## config.mk

```make
export PLATFORM = sky130hd
export DESIGN_NAME = abc_seq_gen_flat
export DESIGN_NICKNAME = d
export VERILOG_FILES = /design/src/rtl/abc_seq_gen_pkg.sv /design/src/rtl/abc_seq_gen_if.sv /design/src/rtl/abc_seq_gen.sv /design/src/flat_wrapper.sv
export SDC_FILE = /design/constraint.sdc
export NUM_CORES = 1
export LEC_CHECK = 0
export CORE_MARGIN = 3
export CORE_UTILIZATION = 51
export DETAILED_ROUTE_END_ITERATION = 7
export PLACE_DENSITY = 0.79
export RECOVER_POWER = 50
export SLEW_MARGIN = 40
export SYNTH_ARGS = -nofsm -noshare
export SYNTH_HDL_FRONTEND = slang
export SYNTH_SLANG_ARGS = --single-unit
```

## constraint.sdc

```tcl
create_clock -name clk -period 2.5 [get_ports clk]
set_input_delay 0.375 -clock clk [delete_from_list [all_inputs] [get_ports clk]]
set_output_delay 0.375 -clock clk [all_outputs]
set_load 0.02 [all_outputs]
```

## src/rtl/abc_seq_gen_pkg.sv

```systemverilog
// abc_seq_gen_pkg: shared state/fault types and repeat-field width for the a/b/c sequence generator
package abc_seq_gen_pkg;
  localparam int REP_W = 4;
  typedef enum logic [2:0] {IDLE, SA, SB, SC, GAP} abc_state_e;
  typedef enum logic [1:0] {FAULT_NONE, FAULT_DROP_B, FAULT_DROP_C, FAULT_RSVD} abc_fault_e;
endpackage

```

## src/rtl/abc_seq_gen_if.sv

```systemverilog
// abc_seq_gen_if: request port plus a/b/c protocol and status signals of abc_seq_gen
// Ports (master = generator side): req_valid/req_repeat/req_gap/req_fault in, req_ready out;
//   a/b/c/busy/done/seq_cnt out. The slave modport is the requester/checker side.
interface abc_seq_gen_if #(
  parameter int CNT_W = 16,
  parameter int GAP_W = 4
);
  import abc_seq_gen_pkg::*;
  logic             req_valid;
  logic             req_ready;
  logic [REP_W-1:0] req_repeat;
  logic [GAP_W-1:0] req_gap;
  logic [1:0]       req_fault;
  logic             a;
  logic             b;
  logic             c;
  logic             busy;
  logic             done;
  logic [CNT_W-1:0] seq_cnt;
  modport master (
    input  req_valid, req_repeat, req_gap, req_fault,
    output req_ready, a, b, c, busy, done, seq_cnt
  );
  modport slave (
    output req_valid, req_repeat, req_gap, req_fault,
    input  req_ready, a, b, c, busy, done, seq_cnt
  );
endinterface

```

## src/rtl/abc_seq_gen.sv

```systemverilog
// abc_seq_gen: drives a, then b, then c on consecutive cycles for each accepted request
// Ports: clk; rst_n (async, active-low); bus (abc_seq_gen_if.master) carrying the
//   valid/ready request (repeat, gap, fault) and the registered a/b/c, busy, done, seq_cnt.
// Optional: define ABC_SEQ_GEN_FAULT_INJ_EN to honour req_fault (01 drop b, 10 drop c).
module abc_seq_gen
  import abc_seq_gen_pkg::*;
#(
  parameter int CNT_W = 16,
  parameter int GAP_W = 4
) (
  input  logic          clk,
  input  logic          rst_n,
  abc_seq_gen_if.master bus
);
  abc_state_e       state_q, state_d;
  logic [REP_W-1:0] rep_q, rep_d;
  logic [GAP_W-1:0] gap_q, gap_d;
  logic [GAP_W-1:0] gcnt_q, gcnt_d;
  logic [CNT_W-1:0] cnt_q, cnt_d;
  logic             a_q, a_d;
  logic             b_q, b_d;
  logic             c_q, c_d;
  logic             done_q, done_d;
  logic             busy_q, busy_d;
  logic             accept;
  logic             drop_b;
  logic             drop_c;
  assign accept = state_q == IDLE && bus.req_valid;
`ifdef ABC_SEQ_GEN_FAULT_INJ_EN
  abc_fault_e fault_q, fault_d;
  assign fault_d = accept ? abc_fault_e'(bus.req_fault) : fault_q;
  always_ff @(posedge clk or negedge rst_n)
    if (!rst_n) fault_q <= FAULT_NONE;
    else fault_q <= fault_d;
  assign drop_b = fault_q == FAULT_DROP_B;
  assign drop_c = fault_q == FAULT_DROP_C;
`else
  logic unused_fault;
  assign unused_fault = ^bus.req_fault;
  assign drop_b = 1'b0;
  assign drop_c = 1'b0;
`endif
  always_comb begin
    state_d = state_q;
    rep_d   = rep_q;
    gap_d   = gap_q;
    gcnt_d  = gcnt_q;
    cnt_d   = cnt_q;
    case (state_q)
      IDLE: if (accept) begin
        state_d = SA;
        rep_d   = bus.req_repeat;
        gap_d   = bus.req_gap;
      end
      SA: state_d = SB;
      SB: state_d = SC;
      SC: begin
        cnt_d = &cnt_q ? cnt_q : cnt_q + 1'b1;
        if (rep_q != '0) begin
          rep_d   = rep_q - 1'b1;
          gcnt_d  = gap_q;
          state_d = gap_q != '0 ? GAP : SA;
        end else
          state_d = IDLE;
      end
      GAP: begin
        gcnt_d  = gcnt_q - 1'b1;
        state_d = gcnt_q == GAP_W'(1) ? SA : GAP;
      end
      default: state_d = IDLE;
    endcase
    // outputs are registered from the next state so they line up with the state they describe
    a_d    = state_d == SA;
    b_d    = state_d == SB && !drop_b;
    c_d    = state_d == SC && !drop_c;
    done_d = state_d == SC && rep_q == '0;
    busy_d = state_d != IDLE;
  end
  always_ff @(posedge clk or negedge rst_n)
    if (!rst_n) begin
      state_q <= IDLE;
      rep_q   <= '0;
      gap_q   <= '0;
      gcnt_q  <= '0;
      cnt_q   <= '0;
      a_q     <= 1'b0;
      b_q     <= 1'b0;
      c_q     <= 1'b0;
      done_q  <= 1'b0;
      busy_q  <= 1'b0;
    end else begin
      state_q <= state_d;
      rep_q   <= rep_d;
      gap_q   <= gap_d;
      gcnt_q  <= gcnt_d;
      cnt_q   <= cnt_d;
      a_q     <= a_d;
      b_q     <= b_d;
      c_q     <= c_d;
      done_q  <= done_d;
      busy_q  <= busy_d;
    end
  assign bus.req_ready = state_q == IDLE;
  assign bus.a         = a_q;
  assign bus.b         = b_q;
  assign bus.c         = c_q;
  assign bus.done      = done_q;
  assign bus.busy      = busy_q;
  assign bus.seq_cnt   = cnt_q;
endmodule

```

## src/flat_wrapper.sv

```systemverilog
// flat-port wrapper written by rule: the top's interface ports become plain ports
module abc_seq_gen_flat import abc_seq_gen_pkg::*;
#(
  parameter int CNT_W = 16,
  parameter int GAP_W = 4
)
  (clk, rst_n, bus_req_valid, bus_req_repeat, bus_req_gap, bus_req_fault, bus_req_ready, bus_a, bus_b, bus_c, bus_busy, bus_done, bus_seq_cnt);
  abc_seq_gen_if #(.CNT_W(CNT_W), .GAP_W(GAP_W)) bus_i ();
  input  logic clk;
  input  logic rst_n;
  input wire logic [$bits(bus_i.req_valid)-1:0] bus_req_valid;
  input wire logic [$bits(bus_i.req_repeat)-1:0] bus_req_repeat;
  input wire logic [$bits(bus_i.req_gap)-1:0] bus_req_gap;
  input wire logic [$bits(bus_i.req_fault)-1:0] bus_req_fault;
  output wire logic [$bits(bus_i.req_ready)-1:0] bus_req_ready;
  output wire logic [$bits(bus_i.a)-1:0] bus_a;
  output wire logic [$bits(bus_i.b)-1:0] bus_b;
  output wire logic [$bits(bus_i.c)-1:0] bus_c;
  output wire logic [$bits(bus_i.busy)-1:0] bus_busy;
  output wire logic [$bits(bus_i.done)-1:0] bus_done;
  output wire logic [$bits(bus_i.seq_cnt)-1:0] bus_seq_cnt;
  assign bus_i.req_valid = bus_req_valid;
  assign bus_i.req_repeat = bus_req_repeat;
  assign bus_i.req_gap = bus_req_gap;
  assign bus_i.req_fault = bus_req_fault;
  assign bus_req_ready = bus_i.req_ready;
  assign bus_a = bus_i.a;
  assign bus_b = bus_i.b;
  assign bus_c = bus_i.c;
  assign bus_busy = bus_i.busy;
  assign bus_done = bus_i.done;
  assign bus_seq_cnt = bus_i.seq_cnt;
  abc_seq_gen #(.CNT_W(CNT_W), .GAP_W(GAP_W)) u_core (.clk(clk), .rst_n(rst_n), .bus(bus_i));
endmodule
```

==> results of run 1 <==
## power groups by stage
stage          clock network, mW  registers (mW)  logic [mW]
6_report                   0.412           0.983       0.942
3_5_place_dp                   0            1.00       0.964
2_1_floorplan                  0           0.999       0.623
5_1_grt                    0.451            1.01        1.05
4_1_cts                    0.426           0.993       0.969
3_3_place_gp                   0           0.982       0.918
## metrics by stage
stage / cells / worst slack [ns] / util (%) / total power, mW / area (µm²)
5_1_grt: 255 / 0.289 / 66.2 / 2.51 / 2240
4_1_cts: 255 / 0.354 / 66.8 / 2.39 / 2260
3_5_place_dp: 247 / 0.531 / 64.5 / 1.97 / 2180
2_1_floorplan: 171 / 0.534 / - / 1.62 / 1810
3_3_place_gp: 247 / 0.600 / 64.5 / 1.90 / 2180
6_report: 255 / 0.405 / 66.2 / 2.34 / 2240
## Yosys cell counts
master | number | share of area (%)
or2_1 | 1 | 0.35
o21ba_2 | 1 | 0.55
nor2b_1 | 1 | 0.35
nor3b_1 | 4 | 1.7
o2111ai_1 | 2 | 0.97
a211oi_1 | 1 | 0.41
buf_6 | 1 | 0.62
a21oi_1 | 4 | 1.1
a31oi_1 | 2 | 0.69
nor2_1 | 14 | 2.9
a2bb2oi_1 | 1 | 0.48
ha_1 | 4 | 2.8
or3b_2 | 2 | 0.97
o211ai_1 | 3 | 1.2
nor4_1 | 1 | 0.35
nand3_1 | 7 | 1.9
or4b_4 | 1 | 0.76
and4_1 | 2 | 0.97
buf_4 | 1 | 0.41
o21ai_0 | 10 | 2.8
or4_4 | 1 | 0.62
a221o_1 | 3 | 1.7
nand3b_1 | 2 | 0.83
xnor2_2 | 1 | 0.90
and3b_1 | 1 | 0.48
or3_1 | 2 | 0.69
a21o_1 | 1 | 0.41
nand4_1 | 4 | 1.4
nand3_2 | 1 | 0.55
o22a_1 | 1 | 0.48
clkbuf_1 | 2 | 0.41
dfrtp_1 | 36 | 50
xnor2_1 | 14 | 6.8
inv_1 | 6 | 1.2
buf_2 | 2 | 0.55
and2_1 | 3 | 1.0
nand2b_1 | 2 | 0.69
mux2_2 | 5 | 3.1
nor4b_4 | 1 | 1.3
nand2_1 | 12 | 2.5
o21ai_1 | 1 | 0.28
nor3_1 | 6 | 1.7
o32a_1 | 1 | 0.55
## worst register-to-register path, cell delays in order (launching register included)
cell and delay [ns]:
dfrtp_1 0.43, inv_1 0.07, ha_1 0.19, or3b_2 0.48, a21oi_1 0.43, a211oi_1 0.11, a21o_1 0.17
## final timing paths
| check | from | to | cells after the start |
|---|---|---|---|
| max | u_core.state_q[0]$_DFF_PN0_ | bus_req_ready | 2 |
| max reg2reg | u_core.rep_q[0]$_DFFE_PN0P_ | u_core.rep_q[1]$_DFFE_PN0P_ | 6 |
| min reg2reg | u_core.bus.seq_cnt[9]$_DFFE_PN0P_ | u_core.bus.seq_cnt[9]$_DFFE_PN0P_ | 1 |
| min | u_core.bus.seq_cnt[9]$_DFFE_PN0P_ | u_core.bus.seq_cnt[9]$_DFFE_PN0P_ | 1 |
| min in group asynchronous | rst_n | u_core.rep_q[3]$_DFFE_PN0P_ | 2 |
| max in group asynchronous | rst_n | u_core.bus.seq_cnt[9]$_DFFE_PN0P_ | 2 |
## sequential cells by signal (all words and copies together), names as in the netlist, 3 cells and up
name	cells
u_core.bus.seq_cnt	16
u_core.gap_q	4
u_core.gcnt_q	4
u_core.rep_q	4
u_core.state_q	3
## kinds of logic (layout without fill, tap and decap cells)
group           Yosys count  count (layout)
simple gates             68              68
flops                    36              36
compound gates           31              31
xor+xnor                 15              15
buf+inv                  12              50
mux                       5               5
fa+ha+maj                 4               4
## routing by layer
metal | share of wire, % | track usage, % | vias up
met3 | 6.0 | 5.81 | 6
met1 | 43 | 25.4 | 672
met2 | 50 | 31.9 | 38
met4 | 1.3 | 7.77 | 0
met5 | 0 | 0 | -
li1 | - | - | 686
## final cells by class
cell class / instances / area (µm²) / share of cell area [%]
timing repair buffer: 36 / 344 / 15.3
sequential: 36 / 901 / 40.2
clock inverter: 3 / 42.5 / 1.90
tap: 46 / 57.6 / 2.57
multi-input combinational: 123 / 838 / 37.4
clock buffer: 5 / 37.5 / 1.67
inverter: 6 / 22.5 / 1.00
==> impl_results.md, run 1 <==
* Vias in the first global route at 1400
* First-pass GRT wire length at 6.48 mm
* Worst Skew at 0.00540 ns
* Seq pwr share at 42.1%
* Clk sinks at 36
* Largest family of logic cells by synthesized area: simple AND/OR/NAND/NOR gates
* Post-route clock period utilization at 83.8%
* Post-synthesis mux area share at 3.11%
* CTS tree: yes
* Gpl congestion at 0.801
* Post-Synth Adder-Cell Area at 2.76%
* Static leakage at 0.912 nW
* Setup Viol. Count Final at 0
* Antenna cell count at 0
* Root Driver: clkbuf_4
* Max incr delay on CP at 0.63 ns
* Initial antenna violation count at 0
* Post-Syn Area at 1810 µm²
* Internal power at 1.45 mW
* Final WL at 3.76 mm
* Antenna Violating Nets Remaining at 0
* Req. time, crit path at 2.12 ns
* Hold Worst Slack at 0.497 ns
* Final HPWL DP at 2.77 mm
* Status: complete, no violations
* Cell row count at 21
* CP delay by family, top: buffers and inverters
* Initial Utilization at 53.5%
* Worst-case clock buffer depth at 2
* Synth Area in Simple Gates at 21.9%
* Final hold violations at 0
* PostCTS Resize Cnt at 0
* R2R setup slack at 0.52 ns
* Synth warn at 0
* Initial DRC count at 100
* Hold Path Class: flip-flop to flip-flop
* Power Density at 1040 nW/µm²
* Vias/cell at 5.50
* Max H-tree Level at 2
* Worst Path Arrival at 1.72 ns
* Via count at 1402
* Synth cell types at 43
* Comb power frac at 40.3%
* First-pass DRT Iterations at 6
* WL per Instance at 14.7 µm
* DRC errors left at 0
* Syn avg cell area at 10.6 µm²
* Largest net degree at the start of global routing at 37
* Worst-Skew Late Latency at 0.35 ns
* Compound-Gate Fraction of Synth Area at 11.6%
* Seq/Total Area, Yosys at 49.7%
* Max transition margin at 40.5%
* CP Buf/Inv Count at 1
* TritonCTS Buffers at 5
* Net Sw Power at 0.886 mW
* Top Ports at 35
* Clock power share at 17.6%
* Kind of critical path: flip-flop to output port
* VDD IR max at 0.000668 V
* Area Growth Syn to Fin at 23.7%
* CP Max Fanout at 10
* Slew at the pin closest to its max-slew limit at 0.893 ns
* Mapped Nets at 188
* Clock-pin slew on the worst setup and hold paths at 0.11 ns
* Cells after synthesis at 171
* CTS hold repair buffers at 0
* Xor-xnor portion of the synthesized cell area at 7.66%
* I/O Buffers at 32
* Commonest non-fill, non-tap cell in the layout: dfrtp_1
* Slowest CP cell: clkdlybuf4s50_1
* Total grt overflow at 0
* Die width at 65.6 µm
* Fmax at 477 MHz
* Die area at 4310 µm²
* Most frequent cells in the layout: dfrtp_1 (36), clkdlybuf4s50_1 (29), xnor2_1 (14), nor2_1 (14), nand2_1 (12)
* # Max-Cap Violations at 0
* GR Util All Layers at 20.0%
* Proportion of layout cells with a drive suffix above 1 at 11.0%
* Final Net Count at 225
* Max-slew violations at 0
* RSZ-0062 raised after global routing: no
* Post-CTS Setup Inserts at 0
* Shortest period the worst path allows at 2.09 ns
* Filler cell count at 266
* CP endpoint kind: output port
* Total core area at 3390 µm²
* #FFs+latches synth at 36
* Sw Ratio at 37.9%
* Setup tns final at 0 ns
* Critical path cell sequence: nor3_1 -> clkdlybuf4s50_1
* Startpoint Class: flip-flop
* Die height at 65.6 µm
No activity file was read; power rests on OpenSTA's default activity.
==> run 2, diff against run 1 <==
clock period = 2.05 ns   (was 2.5 ns; I/O delays follow)
==> run 2 against run 1 <==
Compared with the run above: clock skew is 0.00099 ns higher; setup slack worse by 0.29 ns; largest power group is now combinational cells; first-iteration DRC count decreased by 10%; sequential power is 16% higher; worst hold slack improved by 0.026 ns; sequential share of layout area shrank 0.64 points; sequential cell count did not move.
==> impl_results.md, run 2 (synthesis results as in run 1) <==
* Cell row count at 21 (unchanged)
* GR Util All Layers at 19.3% (-0.72 points)
* Max reg flops at 16 (unchanged)
* Hold_sp: u_core.rep_q[1]$_DFFE_PN0P_
* Worst Skew at 0.00639 ns (+0.000987 ns)
* Shortest period the worst path allows at 1.93 ns
* CP Max Fanout at 10 (unchanged)
* Total grt overflow at 0 (unchanged)
* CP delay by family, top: simple AND/OR/NAND/NOR gates
* Commonest non-fill, non-tap cell in the layout: dfrtp_1
* Area Growth Syn to Fin at 25.7%
* Most frequent cells in the layout: dfrtp_1 (36), clkdlybuf4s50_1 (27), xnor2_1 (14), nor2_1 (14), nand2_1 (12)
* Startpoint Class: flip-flop
* Initial antenna violation count at 0 (unchanged)
* Die height at 65.6 µm (unchanged)
* Status: complete, no violations
* WL per Instance at 14.6 µm (-0.95%)
* TritonCTS Buffers at 5 (unchanged)
* Total core area at 3390 µm² (unchanged)
* Proportion of layout cells with a drive suffix above 1 at 12.6% (+1.6 points)
* Fmax at 518 MHz
* DRC errors left at 0 (unchanged)
* Final WL at 3.81 mm (+1.4%)
* Static leakage at 0.942 nW (+3.3%)
* Worst-case clock buffer depth at 2 (unchanged)
* Clock-pin slew on the worst setup and hold paths at 0.11 ns (about the same)
* Max transition margin at 43.5% (+3.0 points)
* CTS hold repair buffers at 0 (unchanged)
* Max H-tree Level at 2 (unchanged)
* Post-CTS Setup Inserts at 0 (unchanged)
* RSZ-0062 raised after global routing: no
* Via count at 1454 (+3.7%)
* Kind of critical path: flip-flop to flip-flop
* CTS tree: yes
* I/O Buffers at 32 (unchanged)
* Vias in the first global route at 1381 (-1.4%)
* Max incr delay on CP at 0.59 ns (-0.04 ns)
* CP endpoint kind: flip-flop
* PostCTS Resize Cnt at 1 (+1)
* Filler cell count at 262 (-1.5%)
* Vias/cell at 5.57 (+1.3%)
* Hold path depth at 1 (unchanged)
* Slowest CP cell: or4b_4
* # Max-Cap Violations at 0 (unchanged)
* Hold Crit Endpoint: u_core.rep_q[1]$_DFFE_PN0P_
* R2R setup slack at 0.12 ns (-0.40 ns)
* Largest net degree at the start of global routing at 37 (unchanged)
* Slew at the pin closest to its max-slew limit at 0.848 ns (-0.0455 ns)
* Worst Path Arrival at 2.17 ns (+0.45 ns)
* Final Net Count at 231 (+2.7%)
* Antenna Violating Nets Remaining at 0 (unchanged)
* Power Density at 1270 nW/µm² (+22%)
* VDD IR max at 0.000886 V (+33%)
* Final HPWL DP at 2.80 mm (+1.1%)
* Reg-to-reg endpoint: u_core.bus.seq_cnt[14]$_DFFE_PN0P_
* Die width at 65.6 µm (unchanged)
* Setup tns final at 0 ns (unchanged)
* First-pass GRT wire length at 6.31 mm (-2.6%)
* Initial Utilization at 53.5% (unchanged)
* Hold Path Class: flip-flop to flip-flop
* Hold Worst Slack at 0.523 ns (+0.0263 ns)
* Req. time, crit path at 2.29 ns (+0.17 ns)
* CP Buf/Inv Count at 0 (-1)
* Critical path cell sequence: ha_1 -> nand2_1 -> or2_1 -> or4b_4 -> xnor2_2
* Worst-case reg-to-reg path depth at 5 (-1)
* Gpl congestion at 0.812 (+1.3%)
* Worst-Skew Late Latency at 0.34 ns (about the same)
* Top Ports at 35 (unchanged)
* Initial DRC count at 90 (-10%)
* Die area at 4310 µm² (unchanged)
* Root Driver: clkbuf_4
* Final hold violations at 0 (unchanged)
* Clk sinks at 36 (unchanged)
* Antenna cell count at 0 (unchanged)
* Post-route clock period utilization at 94.2%
* Reg2reg start: u_core.bus.seq_cnt[0]$_DFFE_PN0P_
* Max-slew violations at 0 (unchanged)
* Setup Viol. Count Final at 0 (unchanged)
* First-pass DRT Iterations at 4 (-2)
==> run 2: changes by cell type in the layout (fill, tap and decap cells not counted) <==
| cell | before | now |
|---|---|---|
| buf_4 | 2 | 7 |
| clkbuf_1 | 1 | 3 |
| clkdlybuf4s50_1 | 29 | 27 |
| clkinvlp_4 | 1 | 0 |
| dlygate4sd2_1 | 0 | 1 |
| dlygate4sd3_1 | 3 | 4 |
==> run 2: worst max-delay path by stage <==
| stage | start | end | slack, ns | cells past startpoint |
|---|---|---|---|---|
| after global routing | u_core.bus.seq_cnt[0]$_DFFE_PN0P_ | u_core.bus.seq_cnt[14]$_DFFE_PN0P_ | 0.03 | 5 |
| after CTS | u_core.bus.seq_cnt[0]$_DFFE_PN0P_ | u_core.bus.seq_cnt[14]$_DFFE_PN0P_ | 0.1 | 5 |
| final | u_core.bus.seq_cnt[0]$_DFFE_PN0P_ | u_core.bus.seq_cnt[14]$_DFFE_PN0P_ | 0.12 | 5 |
| after floorplan | u_core.bus.seq_cnt[0]$_DFFE_PN0P_ | u_core.bus.seq_cnt[14]$_DFFE_PN0P_ | 0.08 | 6 |
| after global placement | u_core.bus.seq_cnt[0]$_DFFE_PN0P_ | u_core.bus.seq_cnt[14]$_DFFE_PN0P_ | 0.20 | 5 |
| after detailed placement | u_core.bus.seq_cnt[0]$_DFFE_PN0P_ | u_core.bus.seq_cnt[14]$_DFFE_PN0P_ | 0.17 | 5 |
==> run 2: layer usage <==
metal	track usage [%]	up-vias	wire [µm]
met5	0	-	0
met4	8.55	0	97
met3	3.59	11	161
met2	32.7	48	1900
met1	23.7	691	1650
li1	-	704	-
==> run 2: area by class of cell <==
| class | count | area [µm²] | area share, % |
|---|---|---|---|
| flip-flops and latches | 36 | 901 | 39.5 |
| clock buffers | 6 | 41.3 | 1.81 |
| well taps | 46 | 57.6 | 2.52 |
| multi-input cells | 123 | 838 | 36.8 |
| inverters | 6 | 22.5 | 0.988 |
| repair buffers | 42 | 384 | 16.8 |
| clock inverters | 2 | 35.0 | 1.54 |
==> run 2: report_power, final <==
group	internal [mW]	total (mW)	leakage, nW	switching (mW)
Combinational	0.613	1.27	0.435	0.659
Sequential	0.942	1.14	0.464	0.201
Clock	0.256	0.490	0.0422	0.234
Total	1.81	2.91	0.942	1.09
==> run 2: metrics by stage <==
stage | total power, mW | worst slack, ns | area [µm²] | util, % | cells
6_report | 2.91 | 0.119 | 2280 | 67.3 | 261
5_1_grt | 3.11 | 0.0311 | 2280 | 67.3 | 261
4_1_cts | 2.97 | 0.0991 | 2300 | 68.0 | 261
3_5_place_dp | 2.47 | 0.167 | 2230 | 65.8 | 253
3_3_place_gp | 2.39 | 0.203 | 2230 | 65.8 | 253
2_1_floorplan | 1.98 | 0.0842 | 1810 | - | 171
